File: config.mk
export PLATFORM = sky130hd
export DESIGN_NAME = fp_serial_mac
export DESIGN_NICKNAME = d
export VERILOG_FILES = /design/src/rtl/fp_serial_mac_pkg.sv /design/src/rtl/fp_quant_sat.sv /design/src/rtl/fp_serial_mac.sv
export SDC_FILE = /design/constraint.sdc
export NUM_CORES = 1
export LEC_CHECK = 0
export CAP_MARGIN = 20
export CORE_UTILIZATION = 45
export CTS_CLUSTER_DIAMETER = 200
export DETAILED_ROUTE_END_ITERATION = 10
export PLACE_DENSITY = 0.66
export SLEW_MARGIN = 20
export SYNTH_ARGS = -nofsm -noshare
export SYNTH_HDL_FRONTEND = slang
export SYNTH_SLANG_ARGS = --single-unit
File: constraint.sdc
create_clock -name clk -period 14.9 [get_ports clk]
set_input_delay 2.98 -clock clk [delete_from_list [all_inputs] [get_ports clk]]
set_output_delay 2.98 -clock clk [all_outputs]
set_load 0.01 [all_outputs]
File: src/rtl/fp_serial_mac_pkg.sv
// Shared types and fixed-point width helpers for the serial dot-product MAC.
// Widths split evenly: upper half integer, lower half fraction.
package fp_serial_mac_pkg;

    typedef enum logic [0:0] {
        StAcc,
        StDone
    } mac_state_e;

    function automatic int unsigned int_bits(input int unsigned width);
        return width / 2;
    endfunction

    function automatic int unsigned frac_bits(input int unsigned width);
        return width - (width / 2);
    endfunction

    // Headroom of clog2(len) bits keeps len full-scale products from overflowing.
    function automatic int unsigned acc_width(input int unsigned in_width,
                                              input int unsigned len);
        return 2 * in_width + $clog2(len);
    endfunction

endpackage

File: src/rtl/fp_quant_sat.sv
// Combinational fixed-point requantizer: truncates surplus fraction bits and
// saturates to all-ones when the retained integer part does not fit.
module fp_quant_sat #(
    parameter int unsigned IN_INT_W   = 18,
    parameter int unsigned IN_FRAC_W  = 16,
    parameter int unsigned OUT_INT_W  = 8,
    parameter int unsigned OUT_FRAC_W = 8
) (
    input  logic [IN_INT_W+IN_FRAC_W-1:0]   data_i,
    output logic [OUT_INT_W+OUT_FRAC_W-1:0] data_o,
    output logic                            sat_o
);

    localparam int unsigned IN_W   = IN_INT_W + IN_FRAC_W;
    localparam int unsigned OUT_W  = OUT_INT_W + OUT_FRAC_W;
    localparam int unsigned DROP   = IN_FRAC_W - OUT_FRAC_W;
    localparam int unsigned KEEP_W = IN_W - DROP;

    logic [KEEP_W-1:0] kept;

    assign kept = data_i[IN_W-1:DROP];

    if (KEEP_W > OUT_W) begin : g_sat
        logic ovf;
        assign ovf    = |kept[KEEP_W-1:OUT_W];
        assign data_o = ovf ? '1 : kept[OUT_W-1:0];
        assign sat_o  = ovf;
    end else begin : g_nosat
        assign data_o = OUT_W'(kept);
        assign sat_o  = 1'b0;
    end

endmodule

File: src/rtl/fp_serial_mac.sv
// Serial fixed-point dot product: accepts one element pair per cycle, presents
// the quantized sum after DATA_LENGTH pairs and holds it until drained.
module fp_serial_mac
    import fp_serial_mac_pkg::*;
#(
    parameter int unsigned INPUT_DATA_WIDTH  = 16,
    parameter int unsigned OUTPUT_DATA_WIDTH = 16,
    parameter int unsigned DATA_LENGTH       = 4
) (
    input  logic                         clk,
    input  logic                         rst_n,
    input  logic                         clr,
    input  logic                         in_valid,
    output logic                         in_ready,
    input  logic [INPUT_DATA_WIDTH-1:0]  in_a,
    input  logic [INPUT_DATA_WIDTH-1:0]  in_b,
    output logic                         out_valid,
    input  logic                         out_ready,
    output logic [OUTPUT_DATA_WIDTH-1:0] out_data,
    output logic                         out_sat
);

    localparam int unsigned ACC_W    = acc_width(INPUT_DATA_WIDTH, DATA_LENGTH);
    localparam int unsigned ACC_FRAC = 2 * frac_bits(INPUT_DATA_WIDTH);
    localparam int unsigned CNT_W    = $clog2(DATA_LENGTH);
    localparam logic [CNT_W-1:0] LAST_CNT = CNT_W'(DATA_LENGTH - 1);

    mac_state_e state_q, state_d;

    logic [ACC_W-1:0]             acc_q, acc_d;
    logic [CNT_W-1:0]             cnt_q, cnt_d;
    logic [OUTPUT_DATA_WIDTH-1:0] out_data_q, out_data_d;
    logic                         out_sat_q, out_sat_d;

    logic [2*INPUT_DATA_WIDTH-1:0] prod;
    logic [ACC_W-1:0]              sum;
    logic [OUTPUT_DATA_WIDTH-1:0]  q_data;
    logic                          q_sat;
    logic                          acc_en;
    logic                          last_beat;

    assign prod      = in_a * in_b;
    assign sum       = acc_q + ACC_W'(prod);
    // clr wins over a simultaneous pair, which is then dropped.
    assign acc_en    = (state_q == StAcc) && in_valid && !clr;
    assign last_beat = acc_en && (cnt_q == LAST_CNT);

    fp_quant_sat #(
        .IN_INT_W   (ACC_W - ACC_FRAC),
        .IN_FRAC_W  (ACC_FRAC),
        .OUT_INT_W  (int_bits(OUTPUT_DATA_WIDTH)),
        .OUT_FRAC_W (frac_bits(OUTPUT_DATA_WIDTH))
    ) u_quant (
        .data_i (sum),
        .data_o (q_data),
        .sat_o  (q_sat)
    );

    always_ff @(posedge clk or negedge rst_n) begin
        if (!rst_n) begin
            state_q <= StAcc;
        end else begin
            state_q <= state_d;
        end
    end

    always_comb begin
        state_d = state_q;
        unique case (state_q)
            StAcc:   if (last_beat) state_d = StDone;
            StDone:  if (out_ready) state_d = StAcc;
            default: state_d = StAcc;
        endcase
    end

    always_comb begin
        in_ready  = 1'b0;
        out_valid = 1'b0;
        unique case (state_q)
            StAcc:   in_ready  = 1'b1;
            StDone:  out_valid = 1'b1;
            default: in_ready  = 1'b0;
        endcase
    end

    always_comb begin
        acc_d      = acc_q;
        cnt_d      = cnt_q;
        out_data_d = out_data_q;
        out_sat_d  = out_sat_q;
        if (state_q == StAcc) begin
            if (clr) begin
                acc_d = '0;
                cnt_d = '0;
            end else if (last_beat) begin
                acc_d      = '0;
                cnt_d      = '0;
                out_data_d = q_data;
                out_sat_d  = q_sat;
            end else if (acc_en) begin
                acc_d = sum;
                cnt_d = cnt_q + 1'b1;
            end
        end else if (out_ready) begin
            acc_d = '0;
            cnt_d = '0;
        end
    end

    always_ff @(posedge clk or negedge rst_n) begin
        if (!rst_n) begin
            acc_q      <= '0;
            cnt_q      <= '0;
            out_data_q <= '0;
            out_sat_q  <= 1'b0;
        end else begin
            acc_q      <= acc_d;
            cnt_q      <= cnt_d;
            out_data_q <= out_data_d;
            out_sat_q  <= out_sat_d;
        end
    end

    assign out_data = out_data_q;
    assign out_sat  = out_sat_q;

endmodule

; Word level (Yosys, flattened, before mapping)
; Index checks and enable logic that the tools add are counted.
[totals]
register_bits = 54
in_bits = 37
out_inout_bits = 19
wordCells = 36
[classes]
add_sub_neg = 2
multipliers = 1
n_eq_ne = 2
mux = 16
n_bitwise = 2
n_reduce_logical = 8
[ops]
columns = op, count
row1 = $mux W34, 5
row2 = $add A34 B32 Y34, 1
row3 = $mul A16 B16 Y32, 1
row4 = $mux W16, 1
row5 = $mux W2, 5
row6 = $reduce_or A10 Y1, 1
row7 = $mux W1, 4
row8 = $reduce_bool A4 Y1, 1
row9 = $logic_and A1 B1 Y1, 3
row10 = $reduce_and A3 Y1, 1
row11 = $add A2 B1 Y2 const B, 1
row12 = $eq A2 B2 Y1 const B, 1
row13 = $ne A2 B2 Y1 const B, 1
row14 = $not A1 Y1, 2
row15 = $pmux W1 S2, 1
row16 = $reduce_and A2 Y1, 1
row17 = $logic_not A1 Y1, 1

; Logic depth before layout (Yosys ltp)
[depth]
depth_word = 7
ltp_mapped = 26
mapped_depth_nobuf = 23

; Cells and area by module
; From an unflattened synthesis, not the netlist that was laid out.
[unflattened]
cells_unflattened = 1312
hier_area_um2 = 11891.4
[modules_own_cells]
columns = module, instances, cells_per_inst, area_each_um2, seq_area_each_um2
row1 = fp_serial_mac, 1, 1289, 11691.2, 1351.3
row2 = fp_quant_sat, 1, 23, 200.2, 0.0

; Least setup slack after synthesis
; Ideal clock, no wire load.
[synth_timing]
path_kind = input -> register
from = input port in_b[7]
to = register out_data_q[4], in the netlist out_data[4]
setup_ps = 147
t_arrival_ps = 8599
t_required_ps = 14753
slack_ps = 6154
path_stages = 24
n_path_buf = 3
cell_sequence = clkbuf_1 nand2_1 fa_1 inv_1 fa_1 inv_1 fa_1 inv_1 fa_1 fa_1 inv_1 fa_1 inv_1 ha_1 buf_2 nand2_1 o21a_1 a211oi_1 nand2_1 a21o_1 a211oi_1 o21a_1 buf_2 a31oi_1
[synth_via]
elab_chain_len = 4
[synth_lines]
columns = item, line
row1 = "start, declared", fp_serial_mac.sv:16  ; input logic [INPUT_DATA_WIDTH-1:0] in_b,
row2 = $mul A16 B16 Y32 (*), fp_serial_mac.sv:42  ; assign prod = in_a * in_b;
row3 = $add A34 B32 Y34 (*), fp_serial_mac.sv:43  ; assign sum = acc_q + ACC_W'(prod);
row4 = $reduce_or A10 Y1, fp_quant_sat.sv:25  ; assign ovf = |kept[KEEP_W-1:OUT_W];
row5 = $mux W16 (*), fp_quant_sat.sv:26  ; assign data_o = ovf ? '1 : kept[OUT_W-1:0];
row6 = "end signal, assigned", fp_serial_mac.sv:119  ; out_data_q <= out_data_d;
row7 = "end, declared", fp_serial_mac.sv:32  ; logic [OUTPUT_DATA_WIDTH-1:0] out_data_q, out_data_d;
; Every way passes the cells marked *; elsewhere a longest branch is shown, timed or not.
; A chain may end at the register's enable or synchronous reset.

; Final worst setup path
[layout_timing]
from = input port in_b[7]
to = register out_data_q[1], in the netlist out_data[1]
; The elaborated chain is that of the path after synthesis.

==> summary.txt <==
CTS
  – Cts bufs inserted: 5
  – Clk Latency, worst-skew pair: 300 ps
  – Worst-case clock buffer depth: 2
  – CTS tree: done
  – CTS H-tree lvls: 2
  – Post-CTS Hold Buffers: 0
  – TritonCTS Sinks: 54
  – Root cell of the clock tree: clkbuf_16
  – Post-CTS Resized: 0
  – Clk slew on worst S/H paths: 80 ps
  – Number of setup buffers added after CTS: 0

Die
  – I/O pins: 56
  – Num rows: 59
  – Chip Width: 167 µm
  – Initial core utilization: 0.464
  – Area of the die: 0.0279 mm²
  – Core area: 0.0264 mm²
  – Die Ht: 167 µm

Critical path
  – Kind of critical path: in2reg
  – Worst reg2reg path depth: 17
  – Startpoint types: primary input
  – Critical Path AT: 10200 ps
  – Crit-path max FO: 17
  – Setup crit end kind: register
  – Critical Path RT: 15040 ps

Timing
  – Hold Worst Slack: 482 ps
  – Final Critical Period: 10060 ps
  – Max-slew headroom: 0.399
  – Worst slew pin tran: 898 ps
  – Achievable frequency: 99.4 MHz
  – Final Cycle Share: 0.675
  – Clock skew: 4.37 ps
  – Final setup violation count: 0
  – Final slew viol count: 0
  – RSZ-0062 raised after global routing: no
  – Final Hold Fails: 0
  – Setup TNS: 0 ps

Detailed routing
  – Mean number of vias per cell: 5.18
  – Total wire length: 29.1 mm
  – Drt drc: 0
  – DR iter-0 viols: 466
  – Final ANT Viol Nets: 0
  – Via count: 9036
  – First drt pass iteration count: 7
  – Routed len/inst: 16.7 µm

Synthesis
  – Post-Syn Nets: 1764
  – Post-Syn Area: 0.0122 mm²
  – Main synth FF type: dfrtp_1
  – Post-synth EDFFs: 0
  – Syn avg cell area: 8.78 µm²
  – Async SR Flop Fraction: 1.00
  – Sequential share of the synthesized area: 0.110
  – Cells after Synth: 1393
  – Cell variety after synth: 59
  – Post-synthesis sequential element count: 54
  – Ys Warns: 0

Finish
  – ANT cells: 0
  – Area growth syn-to-layout: 7.76%
  – NumNets Final: 1778
  – Multi-input logic area: 0.00932 mm²
  – Fill count: 2478
  – FF/Latch Area: 0.00135 mm²
  – Share of cells above drive strength 1: 0.0199

Status
  – Run status: completed

Run
  – Max_cap viols: 0

Place
  – # port buffers: 55
  – GP Congestion: 0.960
  – Placed wire-length estimate: 24.2 mm

GRT
  – Grt ovf: 0
  – Global Route Usage Sum: 0.226
  – Largest net degree at the start of global routing: 55
  – First-pass GRT wire length: 50.6 mm
  – Vias in the first global route: 9753
  – Initial antenna violation count: 0

Worst hold path
  – Worst hold path type: reg2reg
  – Worst hold stages: 2
==> layout by cell type, fill, tap and decap left out, types with 3 or more instances in the layout <==
cell type | netlist | final
nand4_1 | 5 | 5
and2_1 | 143 | 143
inv_1 | 361 | 361
o21ai_0 | 30 | 30
a21o_1 | 10 | 10
clkbuf_16 | 0 | 5
clkdlybuf4s50_1 | 0 | 54
buf_4 | 2 | 4
and3_1 | 5 | 5
nand2_1 | 162 | 162
o21a_1 | 6 | 6
o211ai_1 | 4 | 4
nor3b_1 | 3 | 3
a21oi_2 | 3 | 3
o21ai_1 | 3 | 3
and4_1 | 4 | 4
o221ai_1 | 3 | 3
fa_1 | 226 | 226
xnor2_1 | 15 | 15
dfrtp_1 | 54 | 54
a22o_1 | 23 | 23
nand3_1 | 5 | 5
ha_1 | 108 | 108
nor2b_1 | 5 | 5
a21oi_1 | 28 | 28
a31oi_1 | 24 | 24
xor2_1 | 10 | 10
nand2b_1 | 5 | 5
nor3_1 | 3 | 3
a211oi_1 | 11 | 11
nand3b_1 | 4 | 4
nor2_1 | 48 | 48
==> synth_stat cells (4+ instances only) <==
library cell    n  share of area
inv_1         361           0.11
fa_1          226           0.37
nand2_1       162          0.050
and2_1        143          0.073
ha_1          108           0.11
dfrtp_1        54           0.11
nor2_1         48          0.015
clkbuf_1       42          0.013
o21ai_0        30          0.012
a21oi_1        28          0.011
a31oi_1        24          0.012
a22o_1         23          0.016
xnor2_1        15          0.011
a211oi_1       11         0.0067
a21o_1         10         0.0061
xor2_1         10         0.0072
buf_2           6         0.0025
o21a_1          6         0.0037
and3_1          5         0.0026
nand2b_1        5         0.0026
nand3_1         5         0.0020
nand4_1         5         0.0026
nor2b_1         5         0.0026
and4_1          4         0.0029
nand3b_1        4         0.0025
o211ai_1        4         0.0025
==> per-stage QoR <==
stage,setup slack (ps),cell area [µm²],cells,util
2_1_floorplan,6150,12200,1393,-
3_3_place_gp,4650,13000,1735,0.494
3_5_place_dp,4610,13000,1735,0.494
4_1_cts,4890,13200,1743,0.500
5_1_grt,4440,13200,1743,0.500
6_report,4840,13200,1743,0.500
==> layout make-up <==
| cell class | instances | area share |
|---|---|---|
| multi-input cells | 926 | 0.707 |
| inverters | 361 | 0.103 |
| flip-flops and latches | 54 | 0.102 |
| repair buffers | 59 | 0.0437 |
| well taps | 335 | 0.0318 |
| clock buffers | 6 | 0.00977 |
| clock inverters | 2 | 0.00285 |
==> path summary, 6_finish.rpt <==
kind                                        from                 endpoint  slack (ps)
setup / recovery                         in_b[7]  out_data[1]$_DFFE_PN0P_        4840
hold / removal             acc_q[13]$_DFFE_PN0P_    acc_q[13]$_DFFE_PN0P_         480
setup reg to reg            acc_q[9]$_DFFE_PN0P_  out_data[1]$_DFFE_PN0P_        9230
hold reg to reg            acc_q[13]$_DFFE_PN0P_    acc_q[13]$_DFFE_PN0P_         480
max in group asynchronous                  rst_n    acc_q[26]$_DFFE_PN0P_       11600
min in group asynchronous                  rst_n     acc_q[1]$_DFFE_PN0P_        2800
==> worst max-delay path, cell delays in order <==
cell	delay (ps)
clkdlybuf4s50_1	940
nand2_1	180
fa_1	570
inv_1	50
fa_1	490
inv_1	50
fa_1	540
inv_1	60
fa_1	400
fa_1	510
inv_1	60
fa_1	490
inv_1	50
ha_1	370
a21oi_2	210
o21ai_1	120
a221oi_2	400
nand3b_1	140
o221ai_1	220
xor2_1	220
nand2_1	130
nor4b_4	810
a31oi_1	180
==> per-layer routing <==
metal,share of wire,track usage,vias up,routed length [µm]
li1,-,-,4228,-
met1,0.48,0.332,4500,13900
met4,0.015,0.0487,0,432
met5,0,0,-,0
met3,0.059,0.0276,34,1710
met2,0.45,0.358,274,13000
==> registers in the layout (all words and copies together) (netlist names) <==
register  cells
cnt_q         2
acc_q        34
state_q       1
out_sat       1
out_data     16
==> cells by family (layout without fill, tap and decap cells) <==
logic type,after synthesis,in the layout,share of synthesized area
compound gates,166,166,0.0945
buf+inv,413,428,0.129
fa+ha+maj,334,334,0.480
flops,54,54,0.110
mux,4,4,0.00348
simple gates,397,397,0.164
xor+xnor,25,25,0.0179
Power is left out: the tool's default activity adds up to more than one toggle a clock period on the data nets, which glitch-free logic cannot reach.
